[config.mk]
export PLATFORM = sky130hd
export DESIGN_NAME = sap1_display
export DESIGN_NICKNAME = d
export VERILOG_FILES = /design/src/rtl/sap1_display.sv
export SDC_FILE = /design/constraint.sdc
export NUM_CORES = 1
export LEC_CHECK = 0
export ABC_AREA = 1
export CAP_MARGIN = 20
export CORE_MARGIN = 2
export CORE_UTILIZATION = 59
export CTS_CLUSTER_SIZE = 16
export DETAILED_ROUTE_END_ITERATION = 12
export PLACE_DENSITY = 0.86
export SYNTH_ARGS = -nofsm -noshare
export SYNTH_HDL_FRONTEND = slang
export SYNTH_SLANG_ARGS = --single-unit
[constraint.sdc]
create_clock -name sysclk -period 2.03 [get_ports sysclk]
set_input_delay 0.203 -clock sysclk [delete_from_list [all_inputs] [get_ports sysclk]]
set_output_delay 0.203 -clock sysclk [all_outputs]
set_load 0.02 [all_outputs]
[src/rtl/sap1_display.sv]
// SAP-1 output display: double-dabble BCD conversion plus 4-digit multiplexed 7-segment scan.
// Optional macro SAP1_DISP_SIGNED_EN: treat value as two's complement and show a minus sign.
module sap1_display #(
    parameter int SCAN_DIV = 50000,
    parameter int BLANK_LZ = 1
) (
    input  logic        sysclk,
    input  logic        reset,
    input  logic [7:0]  value,
    output logic [6:0]  seg,
    output logic [3:0]  an,
    output logic [11:0] bcd,
    output logic        busy
);
    localparam int PW = (SCAN_DIV > 2) ? $clog2(SCAN_DIV) : 1;
    localparam logic [6:0] SEG_MINUS = 7'b0111111;
    localparam logic [6:0] SEG_BLANK = 7'b1111111;

    typedef enum logic [1:0] {IDLE, SHIFT, COMMIT} state_t;

    state_t        state;
    logic [7:0]    shown, cap, mag;
    logic [11:0]   work;
    logic [2:0]    cnt;
    logic          neg, cap_neg;
    logic [PW-1:0] pre;
    logic [1:0]    idx, nidx;
    logic          in_neg;
    logic [7:0]    in_mag;
    logic [11:0]   adj;
    logic [19:0]   shifted;
    logic [6:0]    seg_nxt;

`ifdef SAP1_DISP_SIGNED_EN
    assign in_neg = value[7];
    assign in_mag = value[7] ? 8'(-value) : value;
`else
    assign in_neg = 1'b0;
    assign in_mag = value;
`endif

    function automatic logic [6:0] seg_of(input logic [3:0] d);
        case (d)
            4'd0: seg_of = 7'b1000000;
            4'd1: seg_of = 7'b1111001;
            4'd2: seg_of = 7'b0100100;
            4'd3: seg_of = 7'b0110000;
            4'd4: seg_of = 7'b0011001;
            4'd5: seg_of = 7'b0010010;
            4'd6: seg_of = 7'b0000010;
            4'd7: seg_of = 7'b1111000;
            4'd8: seg_of = 7'b0000000;
            4'd9: seg_of = 7'b0010000;
            default: seg_of = SEG_BLANK;
        endcase
    endfunction

    // Add-3 correction applied before each shift so every nibble stays a valid BCD digit.
    always_comb begin
        adj = work;
        for (int i = 0; i < 3; i++)
            if (work[4*i +: 4] >= 4'd5) adj[4*i +: 4] = work[4*i +: 4] + 4'd3;
        shifted = {adj, mag} << 1;
    end

    always_ff @(posedge sysclk) begin
        if (reset) begin
            state   <= IDLE;
            shown   <= '0;
            cap     <= '0;
            cap_neg <= 1'b0;
            mag     <= '0;
            work    <= '0;
            cnt     <= '0;
            neg     <= 1'b0;
            bcd     <= '0;
            busy    <= 1'b0;
        end else begin
            case (state)
                IDLE: if (value != shown) begin
                    cap     <= value;
                    cap_neg <= in_neg;
                    mag     <= in_mag;
                    work    <= '0;
                    cnt     <= '0;
                    busy    <= 1'b1;
                    state   <= SHIFT;
                end
                SHIFT: begin
                    {work, mag} <= shifted;
                    cnt         <= cnt + 3'd1;
                    if (cnt == 3'd7) state <= COMMIT;
                end
                COMMIT: begin
                    bcd   <= work;
                    shown <= cap;
                    neg   <= cap_neg;
                    busy  <= 1'b0;
                    state <= IDLE;
                end
                default: state <= IDLE;
            endcase
        end
    end

    // The index advances before loading, so the pattern is for the digit about to be lit.
    assign nidx = idx + 2'd1;

    always_comb begin
        seg_nxt = SEG_BLANK;
        case (nidx)
            2'd0: seg_nxt = seg_of(bcd[3:0]);
            2'd1: seg_nxt = (BLANK_LZ != 0 && bcd[11:4] == 8'h00) ? SEG_BLANK : seg_of(bcd[7:4]);
            2'd2: seg_nxt = (BLANK_LZ != 0 && bcd[11:8] == 4'h0) ? SEG_BLANK : seg_of(bcd[11:8]);
            2'd3: seg_nxt = neg ? SEG_MINUS : SEG_BLANK;
            default: seg_nxt = SEG_BLANK;
        endcase
    end

    always_ff @(posedge sysclk) begin
        if (reset) begin
            pre <= '0;
            idx <= '0;
            seg <= SEG_BLANK;
            an  <= 4'b1111;
        end else if (pre == PW'(SCAN_DIV - 1)) begin
            pre <= '0;
            idx <= nidx;
            seg <= seg_nxt;
            an  <= ~(4'b0001 << nidx);
        end else begin
            pre <= pre + 1'b1;
        end
    end
endmodule

==> flow_metrics.env <==
export IMPL_drtAntennaViolNets=0
export IMPL_worst_slack_ns=0.119
export IMPL_grt_pass1_wl_mm=16.9
export IMPL_clock_power_share_pct=36.7
export IMPL_port_buffers=33
export IMPL_syn_inst=655
export IMPL_hp_start="reset"
export IMPL_p_int_mw=2.89
export IMPL_reg2reg_from="state[1]"
export IMPL_first_iter_violations=142
export IMPL_core_area_mm2=0.00809
export IMPL_seqPwrFrac_pct=55.7
export IMPL_drt_pass1_iterations=5
export IMPL_synth_main_ff_cell="dfxtp_1"
export IMPL_cap_violations=0
export IMPL_io_pins=34
export IMPL_drv_slew=0
export IMPL_fmax_mhz=523
export IMPL_setup_viol=0
export IMPL_hold_ws_ns=0.306
export IMPL_start_util_pct=60.2
export IMPL_grt_max_degree=33
export IMPL_synth_async_sr_flop_share_pct=0
export IMPL_yosysWarnings=0
export IMPL_vias=4231
export IMPL_finalCriticalPeriod_ns=1.91
export IMPL_ff2ff_path_depth=8
export IMPL_crit_fanout=8
export IMPL_drc=0
export IMPL_synth_common_cells="nand2_1, dfxtp_1, inv_1, a21oi_1, o21ai_0"
export IMPL_critPathRequiredTime_ns=2.28
export IMPL_place_congestion=0.865
export IMPL_cellPowerDensity_mw_per_mm2=687
export IMPL_min_to="seg[6]"
export IMPL_vias_per_cell=5.30
export IMPL_synth_seq_cells=104
export IMPL_clk_path_buf_depth=2
export IMPL_cts_buffers=9
export IMPL_synth_most_common_cell="nand2_1"
export IMPL_min_path_cells=3
export IMPL_synth_top_cell_by_area="dfxtp_1"
export IMPL_clock_sinks=104
export IMPL_tritoncts="built"
export IMPL_synth_edf_count=0
export IMPL_hpwl_mm=7.09
export IMPL_drive_above_1_share_pct=7.36
export IMPL_rsz0062_at_grt="true"
export IMPL_clk_latency_ns=0.36
export IMPL_finalWirelength_mm=9.77
export IMPL_tightest_slew_ns=0.493
export IMPL_design_area_mm2=0.00554
export IMPL_cp_arrival_ns=2.16
export IMPL_cts_root_buffer="clkbuf_8"
export IMPL_tns_ns=0
export IMPL_grt_overflow_total=0
export IMPL_synth_net_count=694
export IMPL_hold_path_class="primary input to flop"
export IMPL_cts_resized_gates=0
export IMPL_p_comb_share_pct=7.6
export IMPL_antenna_found_initial=0
export IMPL_clkTransAtPathRegs_ns=0.10
export IMPL_final_util_pct=68.4
export IMPL_dp_slack_ns=0.113
export IMPL_status="finished, final reports clean"
export IMPL_die_w_um=94.9
export IMPL_startpoint_type="flop"
export IMPL_p_sw_share_pct=24.1
export IMPL_fin_nets=727
export IMPL_fp_dieH_um=94.9
export IMPL_reg2reg_slack_ns=0.12
export IMPL_synth_area_top_cells="dfxtp_1, nand2_1, a21oi_1"
export IMPL_netSwitchingPower_uw=915
export IMPL_diodes=0
export IMPL_end_kind="flop"
export IMPL_yosysTopAreaCellShare_pct=42.7
export IMPL_critPathKind="flop to flop"
export IMPL_leakage_nw=2.24
export IMPL_synth_cell_types=32
export IMPL_syn_area_mm2=0.00487
export IMPL_min_period_over_period_pct=94.2
export IMPL_die_area_mm2=0.00900
export IMPL_max_vdd_ir_drop_mv=0.485
export IMPL_grt_use_total_pct=23.3
export IMPL_clock_skew_ns=0.0160
export IMPL_h_tree_depth=3
export IMPL_areaGrowthSynthToFinish_pct=13.7
export IMPL_synth_seq_area_share_pct=42.7
export IMPL_avgSynthCellArea_um2=7.44
export IMPL_post_dp_cell_area_mm2=0.00530
export IMPL_slew_headroom_pct=67.1
export IMPL_grt_pass1_vias=4027
export IMPL_hold_violations=0
export IMPL_wl_per_cell_um=12.2
export IMPL_rows=33
power groups by stage:
stage	Sequential, mW	Combinational [mW]	Clock [mW]
6_report	2.12	0.289	1.40
5_1_grt	2.13	0.327	1.50
4_1_cts	2.12	0.289	1.42
3_5_place_dp	2.17	0.287	0
3_3_place_gp	2.16	0.280	0
2_1_floorplan	2.16	0.210	0
area by class of cell:
| cell class | instances | area [µm²] |
|---|---|---|
| Clock buffer | 10 | 128 |
| Clock inverter | 6 | 91.3 |
| Fill cell | 689 | 2550 |
| Inverter | 80 | 300 |
| Multi-Input combinational cell | 446 | 2360 |
| Sequential cell | 104 | 2080 |
| Tap cell | 105 | 131 |
| Timing Repair Buffer | 47 | 443 |
critical path: stages, from the launching register on:
cell and delay [ns]:
dfxtp_1 0.38, nand2_2 0.09, inv_1 0.24, nor2_1 0.06
or3_1 0.45, inv_1 0.13, ha_1 0.25, nor2_1 0.11
o21ai_0 0.09
timing repair:
| action | in CTS | in global routing |
|---|---|---|
| hold buffers | 0 | 0 |
| endpoints found under the setup margin | 0 | 6 |
| setup buffers | 0 | 3 |
through the flow:
stage | std cells | power [mW]
floorplan | 655 | 2.37
global placement | 779 | 2.44
detailed placement | 779 | 2.45
CTS | 795 | 3.83
global route | 798 | 3.95
finish | 798 | 3.80
cells by family (layout without fill, tap and decap cells):
| group | Yosys count | in the layout | share of synthesized area (%) |
|---|---|---|---|
| simple gates | 248 | 248 | 22.6 |
| compound gates | 160 | 160 | 16.9 |
| fa+ha+maj | 29 | 29 | 7.45 |
| xor+xnor | 9 | 9 | 1.62 |
| buf+inv | 105 | 143 | 8.76 |
| flops | 104 | 104 | 42.7 |
routing by layer:
| layer | up-vias | wire length [µm] | track usage (%) |
|---|---|---|---|
| met5 | - | 0 | 0 |
| met4 | 0 | 110 | 5.92 |
| met3 | 14 | 439 | 5.67 |
| met2 | 103 | 4830 | 41.5 |
| met1 | 1920 | 4390 | 28.1 |
| li1 | 2194 | - | - |
how the worst max path moves through the flow:
stage | from | endpoint | slack, ns | cells past startpoint
after floorplan | state[0] | flop | 0.32 | 10
after global placement | value[4] | mag[4] | 0.20 | 10
after detailed placement | value[7] | mag[7] | 0.11 | 9
after CTS | state[1] | flop | 0.12 | 8
after global routing | state[1] | flop | -0.04 | 8
final | state[1] | flop | 0.12 | 8
placed cells by master (no fill, tap or decap), types with 3 or more instances in the layout:
master / netlist / layout
nand2_1: 111 / 111
dfxtp_1: 104 / 104
inv_1: 76 / 76
o21ai_0: 73 / 73
a21oi_1: 73 / 73
nor2_1: 58 / 58
nand3_1: 49 / 49
clkdlybuf4s50_1: 0 / 32
ha_1: 29 / 29
buf_4: 1 / 13
clkbuf_8: 0 / 9
o21ai_1: 7 / 7
xnor2_1: 6 / 6
nand2_2: 5 / 5
inv_2: 4 / 4
or2_2: 4 / 4
nor3_1: 4 / 4
nand4_1: 4 / 4
nor3_4: 3 / 3
o31ai_1: 3 / 3
or3_1: 3 / 3
nor2_2: 3 / 3
xor2_1: 3 / 3
clkinvlp_4: 0 / 3
No activity file was read; power rests on OpenSTA's default activity.
